[src/rtl/ipsxe_floating_point_op_channel_v1_1.sv]
// Buffered AXI4-Stream operation channel: decodes operation beats into 3-bit codes,
// flags illegal dynamic codes and queues them in a DEPTH-entry FIFO for the core.
module ipsxe_floating_point_op_channel_v1_1 #(
  parameter int OP_SEL        = 0,
  parameter int OP_PLUS_MINUS = 0,
  parameter int OP_COMPARE    = 0,
  parameter int TDATA_W       = 8,
  parameter int DEPTH         = 4,
  parameter int DROP_ILLEGAL  = 0
) (
  input  logic                       i_aclk,
  input  logic                       i_aresetn,
  input  logic                       i_axi4s_operation_tvalid,
  output logic                       o_axi4s_operation_tready,
  input  logic [TDATA_W-1:0]         i_axi4s_operation_tdata,
  output logic                       o_op_tvalid,
  input  logic                       i_op_tready,
  output logic [2:0]                 o_op_code,
  output logic                       o_op_illegal,
  input  logic                       i_err_clr,
  output logic                       o_err_sticky,
  output logic [$clog2(DEPTH+1)-1:0] o_fill
);

  localparam int AW = (DEPTH > 1) ? $clog2(DEPTH) : 1;
  localparam int FW = $clog2(DEPTH + 1);

  // Returns {code, illegal}; only the dynamic add/sub mode can produce an illegal code.
  function automatic logic [3:0] f_decode(input logic [5:0] d);
    logic [2:0] c;
    logic       ill;
    ill = 1'b0;
    if (OP_SEL == 3) begin
      c = (OP_COMPARE == 0) ? d[5:3] : 3'(OP_COMPARE - 1);
    end else if (OP_PLUS_MINUS == 1) begin
      c = 3'b000;
    end else if (OP_PLUS_MINUS == 2) begin
      c = 3'b001;
    end else begin
      c   = d[2:0];
      ill = (OP_PLUS_MINUS == 0) && (d[2:1] != 2'b00);
    end
    return {c, ill};
  endfunction

  logic [3:0]    r_mem [DEPTH];
  logic [AW-1:0] r_wptr, r_rptr;
  logic [FW-1:0] r_fill;
  logic          r_tready, r_err;

  logic [3:0]    w_dec, w_head;
  logic          w_acc, w_push, w_pop, w_unused_tdata;
  logic [FW-1:0] w_fill_nxt;

  assign w_unused_tdata = ^i_axi4s_operation_tdata[TDATA_W-1:6];
  assign w_dec  = f_decode(i_axi4s_operation_tdata[5:0]);
  assign w_acc  = i_axi4s_operation_tvalid && r_tready;
  assign w_push = w_acc && !(w_dec[0] && (DROP_ILLEGAL != 0));
  assign w_pop  = (r_fill != '0) && i_op_tready;

  always_comb begin
    w_fill_nxt = r_fill;
    if (w_push && !w_pop)
      w_fill_nxt = r_fill + 1'b1;
    else if (!w_push && w_pop)
      w_fill_nxt = r_fill - 1'b1;
  end

  // tready is registered from next occupancy, so a pop while full only reopens the input a cycle later.
  always_ff @(posedge i_aclk or negedge i_aresetn) begin
    if (!i_aresetn) begin
      r_wptr   <= '0;
      r_rptr   <= '0;
      r_fill   <= '0;
      r_tready <= 1'b0;
      r_err    <= 1'b0;
    end else begin
      if (w_push) r_wptr <= r_wptr + 1'b1;
      if (w_pop)  r_rptr <= r_rptr + 1'b1;
      r_fill   <= w_fill_nxt;
      r_tready <= (w_fill_nxt != FW'(DEPTH));
      if (w_acc && w_dec[0])
        r_err <= 1'b1;
      else if (i_err_clr)
        r_err <= 1'b0;
    end
  end

  always_ff @(posedge i_aclk) begin
    if (w_push) r_mem[r_wptr] <= w_dec;
  end

  assign w_head                   = r_mem[r_rptr];
  assign o_op_tvalid              = (r_fill != '0);
  assign o_op_code                = o_op_tvalid ? w_head[3:1] : 3'b000;
  assign o_op_illegal             = o_op_tvalid && w_head[0];
  assign o_axi4s_operation_tready = r_tready;
  assign o_err_sticky             = r_err;
  assign o_fill                   = r_fill;

endmodule

[config.mk]
export PLATFORM = sky130hd
export DESIGN_NAME = ipsxe_floating_point_op_channel_v1_1
export DESIGN_NICKNAME = d
export VERILOG_FILES = /design/src/rtl/ipsxe_floating_point_op_channel_v1_1.sv
export SDC_FILE = /design/constraint.sdc
export NUM_CORES = 1
export LEC_CHECK = 0
export ABC_AREA = 1
export CAP_MARGIN = 0
export CORE_ASPECT_RATIO = 1.2
export CORE_UTILIZATION = 45
export DETAILED_ROUTE_END_ITERATION = 16
export HOLD_SLACK_MARGIN = 0.03
export PLACE_DENSITY = 0.71
export SLEW_MARGIN = 20
export SYNTH_ARGS = -nofsm -noshare
export SYNTH_HDL_FRONTEND = slang
export SYNTH_SLANG_ARGS = --single-unit
[constraint.sdc]
create_clock -name i_aclk -period 2.4 [get_ports i_aclk]
set_input_delay 0.36 -clock i_aclk [delete_from_list [all_inputs] [get_ports i_aclk]]
set_output_delay 0.36 -clock i_aclk [all_outputs]
set_load 0.02 [all_outputs]
# [After elaboration in Yosys (flattened, before gate mapping)]
# Memories as Yosys holds them, arrays and structs flattened.
# Cells that the tools add are included.
[op_classes] bitwise_logic=0 n_eq_ne=1 n_mux=7 mul=0 n_lt_le_gt_ge=0 addsub=4 div_mod_pow=0 n_shift=0 n_reduce_logical=11
[op_table] cell="2-to-1 mux 3 bit" count=3
[op_table] cell="logical AND 1 bit" count=6
[op_table] cell="adder 2 x 1 -> 2 bit, second input constant" count=2
[op_table] cell="2-to-1 mux 1 bit" count=4
[op_table] cell="nonzero test 2 bit" count=2
[op_table] cell="adder 3 x 1 -> 3 bit, second input constant" count=1
[op_table] cell="!= test 3 bit, second input constant" count=1
[op_table] cell="nonzero test 3 bit" count=1
[op_table] cell="subtractor 3 x 1 -> 3 bit, second input constant" count=1
[op_table] cell="logical NOT 1 bit" count=2
[totals] romBits=0 latch_bits=0 memories=1 elab_cells=29 regBits=9 inputBits=13 ramBits=16 output_inout_bits=10
[memory_table] memory="r_mem" depth=4 word_bits=4 read_ports=1 rd_ports_with_merged_regs=0 wr=1 line_no="46" text="logic [3:0] r_mem [DEPTH];"

# [Depth between registers and ports, before layout]
# Gate-level depths: netlist of run 1.
[logic_depth] depth_word=6 mapped_depth=10 depth_no_buf=10

# [Worst setup path before layout of run 1]
# OpenSTA, ideal clock, no wires.
[synth_path] path_type="register -> output" start="reg r_fill[0], in the netlist o_fill[0]" end="out o_op_code[0]" required_time_ns=2.040 arrival_ns=1.379 setup_slack_ns=0.661 stages_incl_launch_ff=6 path_buffers=0 cell_sequence="dfrtp_1 > inv_1 > ha_1 > nand2_4 > inv_1 > a21oi_1"
[synth_between] elab_chain_len=2
[synth_lines] item="start, declared" line_no="48" text="logic [FW-1:0] r_fill;"
[synth_lines] item="start signal, assigned" line_no="80" text="r_fill <= w_fill_nxt;"
[synth_lines] item="nonzero test 3 bit" line_no="94" text="assign o_op_tvalid = (r_fill != '0);"
[synth_lines] item="named net o_op_tvalid" line_no="16" text="output logic o_op_tvalid,"
[synth_lines] item="2-to-1 mux 3 bit" line_no="95" text="assign o_op_code = o_op_tvalid ? w_head[3:1] : 3'b000;"
[synth_lines] item="end, declared" line_no="18" text="output logic [2:0] o_op_code,"
# The timed path passes the listed nets, and every way through them passes these cells.

# [Worst setup path in the final report of run 1]
[layout_path] start="reg r_fill[0], in the netlist o_fill[0]" end="out o_op_tvalid"
[layout_between] elab_chain_len=1
[layout_lines] item="nonzero test 3 bit" line_no="94"
[layout_lines] item="end, declared" line_no="16"
# Every way passes these cells.

==> results of run 1 <==
## area by class of cell
cell class | instances | share of cell area
clock buffers | 4 | 0.0183
inverters | 16 | 0.0418
multi-input cells | 72 | 0.295
flip-flops and latches | 25 | 0.491
well taps | 33 | 0.0287
repair buffers | 17 | 0.125
## registers in the layout, indices dropped and copies added (netlist names)
signal and flops:
r_rptr 2, r_wptr 2, r_mem 16, o_fill 3
o_axi4s_operation_tready 1, o_err_sticky 1
## repair_timing
| action | in CTS | in global routing |
|---|---|---|
| resized for setup | 1 | 4 |
| endpoints found under the setup margin | 1 | 4 |
| pin swaps | 0 | 0 |
## worst reg2reg max path: cells and delay by family (launching register included)
family | cells | cell delay [ps]
DFF | 1 | 430
adders and majority gates | 1 | 200
buffers and inverters | 2 | 210
and+or+nand+nor | 6 | 450
## Yosys cell counts, drive strengths merged
cell | n | share of area
o21ai | 10 | 0.042
buf | 1 | 0.0063
clkinv | 1 | 0.0031
nand2 | 16 | 0.079
dfrtp | 9 | 0.19
nand3 | 6 | 0.033
nor2 | 23 | 0.074
xor2 | 3 | 0.022
inv | 15 | 0.047
edfxtp | 16 | 0.40
a21oi | 6 | 0.025
or2 | 1 | 0.0052
ha | 7 | 0.073
## logic make-up after synthesis
kind of cell,after synthesis,synth area share
simple gates,46,0.192
flops,25,0.589
buf+inv,17,0.0564
compound gates,16,0.0669
fa+ha+maj,7,0.0731
xor+xnor,3,0.0219
## power groups by stage
stage	logic, mW	clock network [mW]	registers [mW]
CTS	0.961	0.185	0.701
finish	0.939	0.176	0.698
global placement	0.928	0	0.705
detailed placement	0.956	0	0.710
floorplan	0.612	0	0.718
global route	1.04	0.203	0.719
## routing by layer
| metal | GRT usage | part of all wire | vias to the layer above |
|---|---|---|---|
| li1 | - | - | 410 |
| met1 | 0.170 | 0.41 | 382 |
| met2 | 0.280 | 0.50 | 25 |
| met3 | 0.0336 | 0.049 | 9 |
| met4 | 0.0966 | 0.036 | 0 |
| met5 | 0 | 0 | - |
## per-stage QoR
stage                     instance area [um^2]  std cells  power [mW]   util  hold slack, ps
final                                     1440        167        1.81  0.569             319
after floorplan                           1200        114        1.33      -            64.4
after CTS                                 1430        167        1.85  0.565             328
after global placement                    1400        163        1.63  0.554             516
after detailed placement                  1400        163        1.67  0.554             542
after global routing                      1440        167        1.96  0.569             347
## worst min-delay path by stage
stage | start | cells after the start | to
2_1_floorplan | i_aresetn | 0 | o_axi4s_operation_tready
4_1_cts | i_aresetn | 1 | o_axi4s_operation_tready
6_report | i_aresetn | 1 | o_axi4s_operation_tready
5_1_grt | i_aresetn | 1 | o_axi4s_operation_tready
3_5_place_dp | o_err_sticky | 2 | o_err_sticky
3_3_place_gp | o_err_sticky | 2 | o_err_sticky
==> summary.md, run 1 <==
| Metric | Value |
|---|---|
| Crit. End Element | `output pin` |
| Critical path arrival | `around 1800 ps` |
| Status | `finished, final reports clean` |
| CP delay by family, top | `buffers and inverters` |
| Synthesized area | `1200 um^2` |
| Avg Vias per Cell | `4.95` |
| Cell count along the critical path | `4` |
| Cts hold-fix bufs | `0` |
| Register bit total from synthesis | `25` |
| Crit Path Class | `reg -> out` |
| Vias in the first global route | `826` |
| Critical R2R Capture | `o_axi4s_operation_tready` |
| Crit-path cells | `inv_1, ha_1, nand2_4, clkdlybuf4s50_1` |
| Synth Instances | `114` |
| Drt drc | `0` |
| Die Footprint | `2870 um^2` |
| Sequential power share | `0.385` |
| Worst Skew | `between 4 and 5 ps` |
| Max-cap violations | `0` |
| Post-route ant nets | `0` |
| Area taken by multi-input logic gates | `424 um^2` |
| Initial antenna violation count | `0` |
| First-pass GRT wire length | `3320 um` |
| Port bufs | `17` |
| Setup Buffers After CTS | `0` |
| Setup TNS | `0 ps` |
| Element type at the critical path start | `flip-flop` |
| Final worst setup slack | `291 ps` |
| Worst skew pair latency | `between 300 and 400 ps` |
| # rows | `20` |
| First-pass DRT Iterations | `4` |
| Worst slew pin tran | `382 ps` |
| Ratio of cells with drive above 1 in the final layout | `0.134` |
| Clock share of power | `0.097` |
| Crit Path Max Fanout | `5` |
| H-tree level count | `1` |
| Unrepaired setup endpoints after global routing | `no` |
| Io pins | `23` |
| Total congestion overflow | `0` |
| Fillers | `roughly 220` |
| CTS tree | `yes` |
| Sequential element share of the synthesized area | `0.589` |
| Dpl ws | `350 ps` |
| Syn Nets | `134` |
| Starting DRT DRC Count | `9` |
| Combinational power share | `0.518` |
| Tmin final | `2110 ps` |
| Clk sink count | `25` |
| Pins Over Slew Limit | `0` |
| Synth Warn # | `0` |
| CP max-delay cell | `clkdlybuf4s50_1` |
| Worst Path Buf+Inv | `2` |
| Finish-stage setup viols | `0` |
| Avg WL per Cell | `11.5 um` |
| Worst setup path endpoint | `o_op_tvalid` |
| Pin count of the biggest net entering global routing | `14` |
| Worst-path clk slew | `120 ps` |
| Total wire length | `1920 um` |
| Final cycle utilization of the critical path | `0.879` |
| Worst reg-to-reg path cell count | `9` |
| Netlist cell types | `18` |
| Initial Utilization | `0.474` |
| CTS Buf Count | `3` |
| Area growth, synth to finish | `20.1%` |
| R2r setup slk | `slightly above 1000 ps` |
| Net switching power figure | `0.765 mW` |
| Pint | `1.05 mW` |
| DP HPWL | `around 1500 um` |
| Pwr Density | `1260 nW/um^2` |
| Commonest non-fill, non-tap cell in the layout | `nor2_1` |
| Max VDD drop | `approximately 750 uV` |
| Gpl congestion | `0.753` |
| Switching power share of the total | `0.422` |
| DR vias | `between 800 and 900` |
| Clock Tree Buf Depth | `2` |
| Die Y | `a little under 60 um` |
| Die X | `49.1 um` |
| Hold crit path type | `in -> async` |
| Antenna diodes | `0` |
| Slew HR | `0.744` |
| Most frequent cells in the layout | `22 x nor2_1, 16 x edfxtp_1, 13 x clkdlybuf4s50_1` |
| Avg Cell Area, Syn | `10.5 um^2` |
| Clk root buf | `clkbuf_4` |
| Overall Global Routing Usage | `0.157` |
| Core Region | `2530 um^2` |
| Crit Reg-Reg Startpoint | `o_fill[0]` |
| Register area | `slightly above 700 um^2` |
| Required @ worst endpoint | `2040 ps` |
| Final Hold Vio Count | `0` |
| Leakage power | `approximately 0.65 nW` |
| Final #Nets | `155` |
| Fmax | `474 MHz` |
| Worst setup path start | `o_fill[0]` |
| Slowest Stage Delay on Critical Path | `610 ps` |
Power figures use the tool's default switching activity.
==> inputs of run 2 (changes only) <==
- CTS_BUF_LIST: unset -> sky130_fd_sc_hd__clkbuf_4
==> run 2 against run 1 <==
Against the previous run: sequential power hardly changed; utilization is 0.15 points higher; worst setup slack is essentially flat; worst hold slack about the same; final cell count is the same; routed wire length increased by 0.21%; critical path depth unchanged; combinational power about the same; global-route usage did not move; via count down 0.36%; clock-buffer cell count is the same; largest cell class unchanged.
==> summary.md, run 2 (synthesized netlist as in run 1, its figures left out) <==
| Metric | Value |
|---|---|
| Antenna diodes | `0 (unchanged)` |
| Worst setup path start | `o_fill[0]` |
| Clock Tree Buf Depth | `2 (unchanged)` |
| Total wire length | `1920 um (+0.21%)` |
| Commonest non-fill, non-tap cell in the layout | `nor2_1` |
| CTS Buf Count | `3 (unchanged)` |
| Final #Nets | `155 (unchanged)` |
| Status | `finished, final reports clean` |
| Initial antenna violation count | `0 (unchanged)` |
| Crit Path Class | `reg -> out` |
| Avg WL per Cell | `11.5 um (+0.21%)` |
| Unrepaired setup endpoints after global routing | `no` |
| Max VDD drop | `749 uV (about the same)` |
| Tmin final | `2110 ps (+0.0690 ps)` |
| H-tree level count | `1 (unchanged)` |
| Max-cap violations | `0 (unchanged)` |
| Io pins | `23 (unchanged)` |
| Core Region | `2530 um^2 (unchanged)` |
| Crit Path Max Fanout | `5 (unchanged)` |
| Final cycle utilization of the critical path | `0.879 (about the same)` |
| Post-route ant nets | `0 (unchanged)` |
| Die X | `49.1 um (unchanged)` |
| # rows | `20 (unchanged)` |
| Setup TNS | `0 ps (unchanged)` |
| Pins Over Slew Limit | `0 (unchanged)` |
| Starting DRT DRC Count | `9 (unchanged)` |
| Die Y | `58.5 um (unchanged)` |
| Ratio of cells with drive above 1 in the final layout | `0.142 (+0.00746)` |
| Fmax | `474 MHz (about the same)` |
| Initial Utilization | `0.474 (unchanged)` |
| Worst Skew | `3.58 ps (-1.11 ps)` |
| Finish-stage setup viols | `0 (unchanged)` |
| Die Footprint | `2870 um^2 (unchanged)` |
| Crit. End Element | `output pin` |
| Final Hold Vio Count | `0 (unchanged)` |
| Element type at the critical path start | `flip-flop` |
| Busiest layer in global routing | `met2` |
| Setup Buffers After CTS | `0 (unchanged)` |
| Gpl congestion | `0.753 (unchanged)` |
| Slew HR | `0.744 (unchanged)` |
| Cts hold-fix bufs | `0 (unchanged)` |
| Worst-path clk slew | `120 ps (about the same)` |
| Pin count of the biggest net entering global routing | `14 (unchanged)` |
| Avg Vias per Cell | `4.93 (-0.36%)` |
| Final core occ | `0.570 (+0.00149)` |
| Crit Reg-Reg Startpoint | `o_fill[0]` |
| Pwr Density | `1270 nW/um^2 (+0.40%)` |
| Overall Global Routing Usage | `0.157 (unchanged)` |
| Most frequent cells in the layout | `22 x nor2_1, 16 x edfxtp_1, 13 x clkdlybuf4s50_1` |
| Top reg by flops | `r_mem` |
| Hold Worst Slack | `319 ps (-0.0690 ps)` |
| Hold crit path type | `in -> async` |
| First-pass DRT Iterations | `4 (unchanged)` |
| M2 GR Usage | `0.280 (unchanged)` |
| Worst skew pair latency | `310 ps (about the same)` |
| DR vias | `823 (-0.36%)` |
| Critical path arrival | `1750 ps (about the same)` |
| CTS tree | `yes` |
| Max FFs per register | `16 (unchanged)` |
| First-pass GRT wire length | `3320 um (unchanged)` |
| Vias in the first global route | `826 (unchanged)` |
| Required @ worst endpoint | `2040 ps (about the same)` |
| DP HPWL | `1490 um (unchanged)` |
| Area growth, synth to finish | `20.4%` |
| Routing usage on met1 | `0.170 (unchanged)` |
| GR Util met3 | `0.0336 (unchanged)` |
| Drt drc | `0 (unchanged)` |
| Leakage power | `0.656 nW (+0.52%)` |
| Port bufs | `17 (unchanged)` |
| Total congestion overflow | `0 (unchanged)` |
| Worst slew pin tran | `382 ps (unchanged)` |
| Clk sink count | `25 (unchanged)` |
| Clk root buf | `clkbuf_4` |
## run 2: cell types whose count changed in the layout (fill, tap and decap cells not counted)
| cell | delta |
|---|---|
| clkbuf_4 | +1 |
| clkbuf_1 | -1 |
## run 2: what timing repair did
action | in CTS | in global routing
endpoints found under the setup margin | 1 | 4
endpoints found under the hold margin | 0 | 0
gates resized for setup | 1 | 4
## run 2: per-stage QoR
| stage | setup slack, ps | total power, mW | std cells | area, um^2 |
|---|---|---|---|---|
| after floorplan | 661 | 1.33 | 114 | 1200 |
| after global placement | 395 | 1.63 | 163 | 1400 |
| after detailed placement | 350 | 1.67 | 163 | 1400 |
| after CTS | 29.5 | 1.86 | 167 | 1430 |
| after global routing | 193 | 1.97 | 167 | 1440 |
| final | 291 | 1.83 | 167 | 1440 |
## run 2: power breakdown
group / internal [mW] / leakage [nW] / switching [mW] / total, mW
sequential: 0.597 / 0.248 / 0.101 / 0.698
clock: 0.0762 / 0.0184 / 0.112 / 0.188
combinational: 0.387 / 0.389 / 0.552 / 0.939
## run 2: cell type report
cell class / instances / area, um^2
Sequential cell: 25 / 706
Clock buffer: 4 / 30.0
Inverter: 16 / 60.1
Tap cell: 33 / 41.3
Fill cell: 220 / 1090
Multi-Input combinational cell: 72 / 424
Timing Repair Buffer: 17 / 180
## run 2: worst max-delay path: stages, from the launching register on
cell and delay, ps:
dfrtp_1 400, inv_1 90, ha_1 230, nand2_4 110
clkdlybuf4s50_1 610
## run 2: worst paths after layout
check / depth (start not counted) / end / slack, ps
hold / removal: 1 / o_axi4s_operation_tready / 320
max in group asynchronous: 1 / o_err_sticky / 1810
setup reg to reg: 9 / o_axi4s_operation_tready / 1020
setup / recovery: 4 / o_op_tvalid / 290
min in group i_aclk: 2 / o_err_sticky / 550
hold reg to reg: 2 / o_err_sticky / 550
## run 2: layer usage
metal | wire [um] | vias up
li1 | - | 410
met1 | 793 | 379
met2 | 964 | 25
met3 | 93 | 9
met4 | 68 | 0
met5 | 0 | -
